==> src/rtl/riscv_mem_pkg.sv <==
// ---------------------------------------------------------------------------
// riscv_mem_pkg
// Shared definitions for the data-memory requester:
//   - default address/data widths and the default wait-cycle timeout
//   - width of the wait-cycle counter (large enough for TIMEOUT up to 255)
//   - FSM state encoding used by riscv_dmem_requester
// ---------------------------------------------------------------------------
package riscv_mem_pkg;

  localparam int DEF_ADDR_W  = 64;
  localparam int DEF_DATA_W  = 64;
  localparam int DEF_TIMEOUT = 16;
  localparam int CNT_W       = 8;

  typedef enum logic [1:0] {
    ST_IDLE    = 2'd0,
    ST_RD_WAIT = 2'd1,
    ST_WR_WAIT = 2'd2,
    ST_RESP    = 2'd3
  } mem_state_t;

endpackage : riscv_mem_pkg

==> src/rtl/riscv_mem_timeout_counter.sv <==
// ---------------------------------------------------------------------------
// riscv_mem_timeout_counter
// Counts wait cycles of an outstanding memory access.
//   clk        : clock, rising edge
//   rst_n      : asynchronous active-low reset (count -> 0)
//   i_clear    : synchronous clear, used when a new access is accepted
//   i_enable   : count this cycle (high while waiting on memory)
//   o_expired  : high during the TIMEOUT-th wait cycle of the access
// ---------------------------------------------------------------------------
module riscv_mem_timeout_counter
  import riscv_mem_pkg::*;
#(
  parameter int TIMEOUT = DEF_TIMEOUT
) (
  input  logic clk,
  input  logic rst_n,
  input  logic i_clear,
  input  logic i_enable,
  output logic o_expired
);

  // Count starts at 0 in the first wait cycle, so the TIMEOUT-th wait
  // cycle is the one where the count equals TIMEOUT-1.
  localparam logic [CNT_W-1:0] LAST = CNT_W'(TIMEOUT - 1);

  logic [CNT_W-1:0] r_count;

  always_ff @(posedge clk or negedge rst_n) begin
    if (!rst_n) begin
      r_count <= '0;
    end else if (i_clear) begin
      r_count <= '0;
    end else if (i_enable && (r_count != LAST)) begin
      // Hold at LAST so the count can never wrap back to a small value.
      r_count <= r_count + CNT_W'(1);
    end
  end

  assign o_expired = i_enable && (r_count == LAST);

endmodule : riscv_mem_timeout_counter

==> src/rtl/riscv_dmem_requester.sv <==
// ---------------------------------------------------------------------------
// riscv_dmem_requester
// Turns MEM-stage load/store requests into strobed accesses to a DRAM
// latency model, stalls the pipeline while the access is outstanding and
// reports completion (optionally with a timeout error) with a one-cycle pulse.
//
// Ports:
//   clk, rst_n              : clock (rising edge), async active-low reset
//   core_rden / core_wren   : load / store request (store wins if both set)
//   core_addr / core_wdata  : request address and store data
//   core_rdata              : load data register, valid with done && !err
//   core_stall              : pipeline hold while the access is outstanding
//   core_done / core_err    : one-cycle completion pulse / timeout flag
//   mem_rden / mem_wren     : read / write strobes, decoded from state
//   mem_addr / mem_wdata    : address and store data latched at accept
//   mem_rdata / mem_ready   : DRAM read data and completion pulse
// ---------------------------------------------------------------------------
module riscv_dmem_requester
  import riscv_mem_pkg::*;
#(
  parameter int ADDR_W  = DEF_ADDR_W,
  parameter int DATA_W  = DEF_DATA_W,
  parameter int TIMEOUT = DEF_TIMEOUT
) (
  input  logic              clk,
  input  logic              rst_n,
  input  logic              core_rden,
  input  logic              core_wren,
  input  logic [ADDR_W-1:0] core_addr,
  input  logic [DATA_W-1:0] core_wdata,
  output logic [DATA_W-1:0] core_rdata,
  output logic              core_stall,
  output logic              core_done,
  output logic              core_err,
  output logic              mem_rden,
  output logic              mem_wren,
  output logic [ADDR_W-1:0] mem_addr,
  output logic [DATA_W-1:0] mem_wdata,
  input  logic [DATA_W-1:0] mem_rdata,
  input  logic              mem_ready
);

  mem_state_t        r_state;
  mem_state_t        w_state_next;
  logic              w_accept;
  logic              w_waiting;
  logic              w_expired;
  logic              r_err;
  logic [ADDR_W-1:0] r_mem_addr;
  logic [DATA_W-1:0] r_mem_wdata;
  logic [DATA_W-1:0] r_core_rdata;

  assign w_waiting = (r_state == ST_RD_WAIT) || (r_state == ST_WR_WAIT);

  riscv_mem_timeout_counter #(
    .TIMEOUT (TIMEOUT)
  ) u_timeout (
    .clk       (clk),
    .rst_n     (rst_n),
    .i_clear   (w_accept),
    .i_enable  (w_waiting),
    .o_expired (w_expired)
  );

  // State register
  always_ff @(posedge clk or negedge rst_n) begin
    if (!rst_n) begin
      r_state <= ST_IDLE;
    end else begin
      r_state <= w_state_next;
    end
  end

  // Next-state logic
  always_comb begin
    w_state_next = r_state;
    w_accept     = 1'b0;
    unique case (r_state)
      ST_IDLE: begin
        if (core_wren) begin
          w_state_next = ST_WR_WAIT;
          w_accept     = 1'b1;
        end else if (core_rden) begin
          w_state_next = ST_RD_WAIT;
          w_accept     = 1'b1;
        end
      end
      ST_RD_WAIT, ST_WR_WAIT: begin
        // mem_ready takes priority over an expiry in the same cycle.
        if (mem_ready || w_expired) begin
          w_state_next = ST_RESP;
        end
      end
      ST_RESP: begin
        // Requests still present here belong to the access just completed.
        w_state_next = ST_IDLE;
      end
      default: begin
        w_state_next = ST_IDLE;
      end
    endcase
  end

  // Datapath: latched request, load data and error flag
  always_ff @(posedge clk or negedge rst_n) begin
    if (!rst_n) begin
      r_mem_addr   <= '0;
      r_mem_wdata  <= '0;
      r_core_rdata <= '0;
      r_err        <= 1'b0;
    end else begin
      if (w_accept) begin
        r_mem_addr  <= core_addr;
        r_mem_wdata <= core_wdata;
        r_err       <= 1'b0;
      end
      if ((r_state == ST_RD_WAIT) && mem_ready) begin
        r_core_rdata <= mem_rdata;
      end
      if (w_waiting && !mem_ready && w_expired) begin
        r_err <= 1'b1;
      end
    end
  end

  assign mem_rden   = (r_state == ST_RD_WAIT);
  assign mem_wren   = (r_state == ST_WR_WAIT);
  assign mem_addr   = r_mem_addr;
  assign mem_wdata  = r_mem_wdata;
  assign core_rdata = r_core_rdata;
  assign core_done  = (r_state == ST_RESP);
  assign core_err   = (r_state == ST_RESP) && r_err;
  // Stall in IDLE is combinational so the MEM stage holds in the accept cycle.
  assign core_stall = w_waiting || ((r_state == ST_IDLE) && (core_rden || core_wren));

endmodule : riscv_dmem_requester

==> config.mk <==
export PLATFORM = sky130hd
export DESIGN_NAME = riscv_dmem_requester
export DESIGN_NICKNAME = d
export VERILOG_FILES = /design/src/rtl/riscv_mem_pkg.sv /design/src/rtl/riscv_mem_timeout_counter.sv /design/src/rtl/riscv_dmem_requester.sv
export SDC_FILE = /design/constraint.sdc
export NUM_CORES = 1
export LEC_CHECK = 0
export CAP_MARGIN = 10
export CORE_ASPECT_RATIO = 1.5
export CORE_MARGIN = 3
export CORE_UTILIZATION = 30
export CTS_CLUSTER_SIZE = 10
export DETAILED_ROUTE_END_ITERATION = 10
export SYNTH_ARGS = -nofsm -noshare
export SYNTH_HDL_FRONTEND = slang
export SYNTH_HIERARCHICAL = 1
export SYNTH_SLANG_ARGS = --single-unit
export TNS_END_PERCENT = 5
==> constraint.sdc <==
create_clock -name clk -period 3 [get_ports clk]
set_input_delay 0.3 -clock clk [delete_from_list [all_inputs] [get_ports clk]]
set_output_delay 0.3 -clock clk [all_outputs]
set_load 0.02 [all_outputs]
==> results by group, run 1 <==
Critical path
  • Worst setup SP type: flop
  • Crit-path cells: inv_1, ha_1, nand2b_1, clkdlybuf4s50_1
  • Crit Path Max Fanout: 11
  • CP peak stage delay: 0.62 ns
  • Worst path bufs/invs: 2
  • Crit path max-delay cell type: clkdlybuf4s50_1
  • CP delay by family, top: buffers and inverters
  • Reg-to-reg slack, setup: 1.02 ns
  • CP arrival: 2.22 ns
  • CP Data Required Time: 2.70 ns
  • Worst Setup Path Type: flop to primary output
  • Setup crit end kind: primary output

Synth
  • Synth cell count leaders: dfrtp_1, mux2_2, mux2_1, buf_2, buf_6
  • Most common flop cell mapped by yosys: dfrtp_1
  • Unique masters post-synth: 30
  • Area fraction of the dominant cell type after synthesis: 65.0%
  • Post-synthesis async set-or-reset flop share: 100%
  • Syn nets: 677
  • Post-Syn Area: 7820 um^2
  • Synth top area cells: dfrtp_1, mux2_2, mux2_1
  • Area leader, netlist: dfrtp_1
  • Post-synthesis sequential area ratio: 65.0%
  • Post-synth EDFFs: 0
  • Synth Instances: 475
  • Ys Warns: 6
  • Syn avg cell area: 16.5 um^2
  • Most frequent cell after synthesis: dfrtp_1
  • Yosys reg bits: 203

Timing
  • RSZ-0062 raised after global routing: false
  • F_max: 397 MHz
  • Slew @ Worst Pin: 0.906 ns
  • PnR worst setup slack: 0.484 ns
  • Final slew viol count: 0
  • Final worst path period share: 83.9%
  • Final setup vio count: 0
  • Minimum clock period: 2.52 ns
  • Relative slew slack: 39.6%
  • Setup TNS: 0 ns
  • Clock Skew: 0.0184 ns
  • Number of hold violations in the final report: 0

Clocking
  • Post_cts resized: 0
  • CTS Hold Bufs: 1
  • Root buffer cell: clkbuf_16
  • H-tree depth: 1
  • Sink Count: 203
  • Clk_lat worst skew: 0.51 ns
  • Number of buffers created by CTS: 24
  • Clock buffer depth: 3
  • Post-CTS setup repair buffer count: 0
  • Clk slew on worst S/H paths: 0.05 ns
  • CTS tree: built

Detailed routing
  • Final WL: 22200 um
  • Routed vias/inst: 4.44
  • Starting DRT DRC Count: 177
  • WL/cell: 18.3 um
  • TritonRoute pass-1 iters: 4
  • Vias: 5385
  • Final ANT Viol Nets: 0
  • Drt drc: 0

Cells and area
  • Post-route cell area: 12800 um^2
  • ANT cells: 0
  • # fillers: 2245
  • Post-layout nets: 1082
  • Fraction of layout cells with a size suffix above 1: 16.3%
  • Synthesis-to-finish area growth: 63.4%

Power and ir drop
  • VDD IR-drop max: 612 uV
  • LEAKAGE: 5.32 nW
  • Pwr dens: 1150 nW/um^2
  • Power after layout: 14.7 mW

Global route
  • Met2 usage: 28.5%
  • GRT met3 Usage: 4.42%
  • Vias in the first global route: 5711
  • First-pass GRT wire length: 33000 um
  • Layer carrying the most global-route usage: met2
  • Total GRT Usage: 15.1%
  • Largest net degree at the start of global routing: 133
  • Grt ovf: 0
  • Antenna violations before repair: 0
  • Routing usage on met1: 16.3%

Floorplan
  • Initial Util: 30.8%
  • Core area: 25400 um^2
  • DIE AREA: 28100 um^2
  • Die H: 204 um
  • Die Wd: 138 um
  • Top Ports: 394
  • FP Rows: 71

Place
  • DP Area: 12100 um^2
  • Post-DP HPWL: 16500 um
  • Setup WS pre-CTS: 0.863 ns
  • Routability Congestion: 0.779
  • Number of port buffers: 393

Run status
  • Status: complete, no violations

Job
  • Max cap viols: 0

Hold path
  • Hold Crit Class: input port to async pin
registers in the layout, summed over array words and instances, names as in the netlist:
signal / count
r_state: 2
r_err: 1
core_rdata: 64
mem_addr: 64
u_timeout/r_count: 8
mem_wdata: 64
cell usage in the layout (no fill, tap or decap), drive strengths merged, types with 3 or more instances in the layout:
| cell | n |
|---|---|
| clkdlybuf4s50 | 392 |
| nand3 | 3 |
| inv | 8 |
| nand2 | 5 |
| nor2 | 3 |
| clkbuf | 32 |
| o21ai | 3 |
| ha | 5 |
| buf | 6 |
| mux2 | 193 |
| nand2b | 3 |
| mux2i | 4 |
| a21oi | 7 |
| dfrtp | 203 |
final cells by class:
| cell class | instances | area, um^2 | area share, % |
|---|---|---|---|
| Sequential cell | 203 | 5080 | 39.8 |
| Timing Repair Buffer | 400 | 4040 | 31.7 |
| Multi-Input combinational cell | 243 | 2550 | 20.0 |
| Clock buffer | 31 | 658 | 5.15 |
| Tap cell | 328 | 410 | 3.21 |
| Inverter | 8 | 30.0 | 0.235 |
through the flow:
| step | util [%] | hold slack (ns) | instances |
|---|---|---|---|
| finish | 50.3 | 0.258 | 1213 |
| global route | 50.3 | 0.265 | 1213 |
| CTS | 50.3 | 0.248 | 1213 |
| detailed placement | 47.6 | 0.204 | 1181 |
| global placement | 47.6 | 0.204 | 1181 |
| floorplan | - | 0.00441 | 475 |
power breakdown:
part	switching [mW]	total, mW	internal, mW	leakage (nW)
sequential	0.669	4.80	4.13	2.41
clock	1.05	2.55	1.50	0.321
combinational	3.47	7.32	3.85	2.59
total	5.19	14.7	9.49	5.32
kinds of logic after synthesis:
| family | after synthesis | synth area share (%) |
|---|---|---|
| adder cells (fa/ha/maj) | 5 | 0.800 |
| AND/OR/NAND/NOR | 25 | 1.94 |
| flip-flops | 203 | 65.0 |
| buffers and inverters | 29 | 2.51 |
| AO/OA/AOI/OAI | 16 | 1.41 |
| multiplexers | 197 | 28.4 |
metal layers:
| layer | part of all wire (%) | up-vias |
|---|---|---|
| met5 | 0 | - |
| met4 | 1.5 | 0 |
| met3 | 9.2 | 22 |
| met2 | 54 | 234 |
| met1 | 35 | 2653 |
| li1 | - | 2476 |
final timing paths:
| kind | startpoint | to | depth (start not counted) |
|---|---|---|---|
| max in group asynchronous | rst_n | u_timeout/r_count[4] | 3 |
| setup reg to reg | r_state[0] | r_state[0] | 7 |
| hold / removal | rst_n | mem_wdata[51] | 2 |
| setup / recovery | r_state[0] | core_stall | 4 |
| hold reg to reg | mem_addr[38] | mem_addr[38] | 1 |
| min in group clk | core_addr[4] | mem_addr[4] | 2 |
No activity file was read; power rests on OpenSTA's default activity.
==> run 2, diff against run 1 <==
Clock period 3 ns to 2.5 ns, I/O delays scaled along.
==> run 2 against run 1 <==
First-iteration DRC count decreased by 15%. Wire length increased by 2.2%. Total power increased by 20%. Via count increased by 0.17%. Global-route usage increased by 0.38 points. Core utilization increased by 0.14 points. Clock power increased by 21%. Combinational power increased by 20%. Final cell count increased by 0.25%. Critical path type unchanged. Critical endpoint is now mem_rden. Largest cell class unchanged.
==> results by group, run 2 (synthesized netlist as in run 1, its figures left out) <==
Run status
  • Status: complete, no violations

Detailed routing
  • WL/cell: 18.7 um
  • Starting DRT DRC Count: 151
  • Final ANT Viol Nets: 0
  • Final WL: 22700 um
  • M1 WL: 7900 um
  • Routed vias/inst: 4.44
  • TritonRoute pass-1 iters: 4
  • Met2 routed WL: 12100 um
  • Routed met3 length: 2040 um
  • Top layer in use: met4
  • Vias: 5394
  • Drt drc: 0

Critical path
  • Worst flop-to-flop path startpoint: r_state[0]
  • Setup crit end kind: primary output
  • Worst r2r dst: r_state[0]
  • Worst Setup Path Type: flop to primary output
  • Worst setup SP type: flop
  • Worst R2R Path Depth: 7
  • Reg-to-reg slack, setup: 0.59 ns
  • CP Data Required Time: 2.25 ns
  • Crit Path Max Fanout: 3
  • CP arrival: 1.86 ns

Clocking
  • H-tree depth: 1
  • Sink Count: 203
  • Root buffer cell: clkbuf_16
  • CTS tree: built
  • Clk slew on worst S/H paths: 0.06 ns
  • Clock buffer depth: 3
  • Number of buffers created by CTS: 24
  • Clk_lat worst skew: 0.51 ns
  • Post-CTS setup repair buffer count: 0

Global route
  • Antenna violations before repair: 1
  • Total GRT Usage: 15.4%
  • Grt ovf: 0
  • Largest net degree at the start of global routing: 85
  • Vias in the first global route: 5765
  • First-pass GRT wire length: 33400 um

Place
  • Dpl cells: 1183
  • Routability Congestion: 0.745
  • Setup WS pre-CTS: 0.468 ns
  • DP Area: 12100 um^2
  • Number of port buffers: 393
  • Post-DP HPWL: 16800 um

Timing
  • Setup TNS: 0 ns
  • Relative slew slack: 62.6%
  • Final worst path period share: 84.2%
  • Slew @ Worst Pin: 0.562 ns
  • Clock Skew: 0.0118 ns
  • F_max: 475 MHz
  • Hold Slack: 0.304 ns
  • Final slew viol count: 0
  • Number of hold violations in the final report: 0
  • PnR worst setup slack: 0.395 ns
  • Final setup vio count: 0
  • RSZ-0062 raised after global routing: false
  • Minimum clock period: 2.11 ns

Cells and area
  • Area of the multi-input gates: 2550 um^2
  • Fin cells: 1216
  • Most common cell after layout, fill and taps aside: clkdlybuf4s50_1
  • Synthesis-to-finish area growth: 63.8%
  • Post-route cell area: 12800 um^2
  • Fraction of layout cells with a size suffix above 1: 16.6%
  • Final Util: 50.4%
  • Post-layout nets: 1084
  • Sequential Area: 5080 um^2
  • # fillers: 2287
  • Most frequent cells in the layout: clkdlybuf4s50_1, dfrtp_1, mux2_2

Floorplan
  • Initial Util: 30.8%
  • Top Ports: 394
  • Die H: 204 um
  • Core area: 25400 um^2
  • DIE AREA: 28100 um^2
  • Die Wd: 138 um
  • FP Rows: 71

Power and ir drop
  • Pwr dens: 1380 nW/um^2
  • Power after layout: 17.7 mW
  • LEAKAGE: 5.34 nW
  • VDD IR-drop max: 815 uV

Hold path
  • Hold Crit Class: input port to async pin

Job
  • Max cap viols: 0
## run 2: cell count changes in the layout (fill, tap and decap cells not counted)
cell	before	now
diode_2	0	1
buf_4	2	3
ha_1	5	4
buf_12	4	5
ha_2	0	1
clkdlybuf4s50_1	392	391
dlymetal6s2s_1	0	1
## run 2: metal layers
metal | vias to the layer above | global-route usage (%)
met3 | 40 | 4.37
met1 | 2632 | 16.5
li1 | 2476 | -
met5 | - | 0
met2 | 246 | 28.6
met4 | 0 | 5.37
## run 2: worst max path at each step
stage / start / slack (ns) / endpoint
6_report: r_state[1] / 0.39 / mem_rden
5_1_grt: r_state[1] / 0.32 / mem_rden
4_1_cts: r_state[0] / 0.03 / core_stall
3_5_place_dp: core_wren / 0.47 / mem_addr[53]
3_3_place_gp: core_wren / 0.51 / mem_addr[41]
2_1_floorplan: r_state[0] / 0.67 / u_timeout/r_count[0]
## run 2: cell type report
type                            instances  share of cell area (%)
Antenna cell                            1                  0.0195
Clock buffer                           31                    5.14
Inverter                                8                   0.234
Multi-Input combinational cell        243                    19.9
Sequential cell                       203                    39.7
Tap cell                              328                    3.20
Timing Repair Buffer                  402                    31.8
## run 2: critical path, cell delays in order, from the launching register on
cell and delay [ns]:
dfrtp_1 0.39, inv_1 0.11, ha_1 0.21, clkdlybuf4s50_1 0.64
## run 2: power breakdown
part / total, mW / internal [mW] / switching [mW]
Clock: 3.08 / 1.81 / 1.27
Sequential: 5.78 / 4.96 / 0.821
Combinational: 8.81 / 4.63 / 4.18
## run 2: timing repair
action | CTS | global route
endpoints found under the setup margin | 1 | 1
hold buffers | 1 | 0
gates resized for setup | 1 | 1
endpoints found under the hold margin | 60 | 0
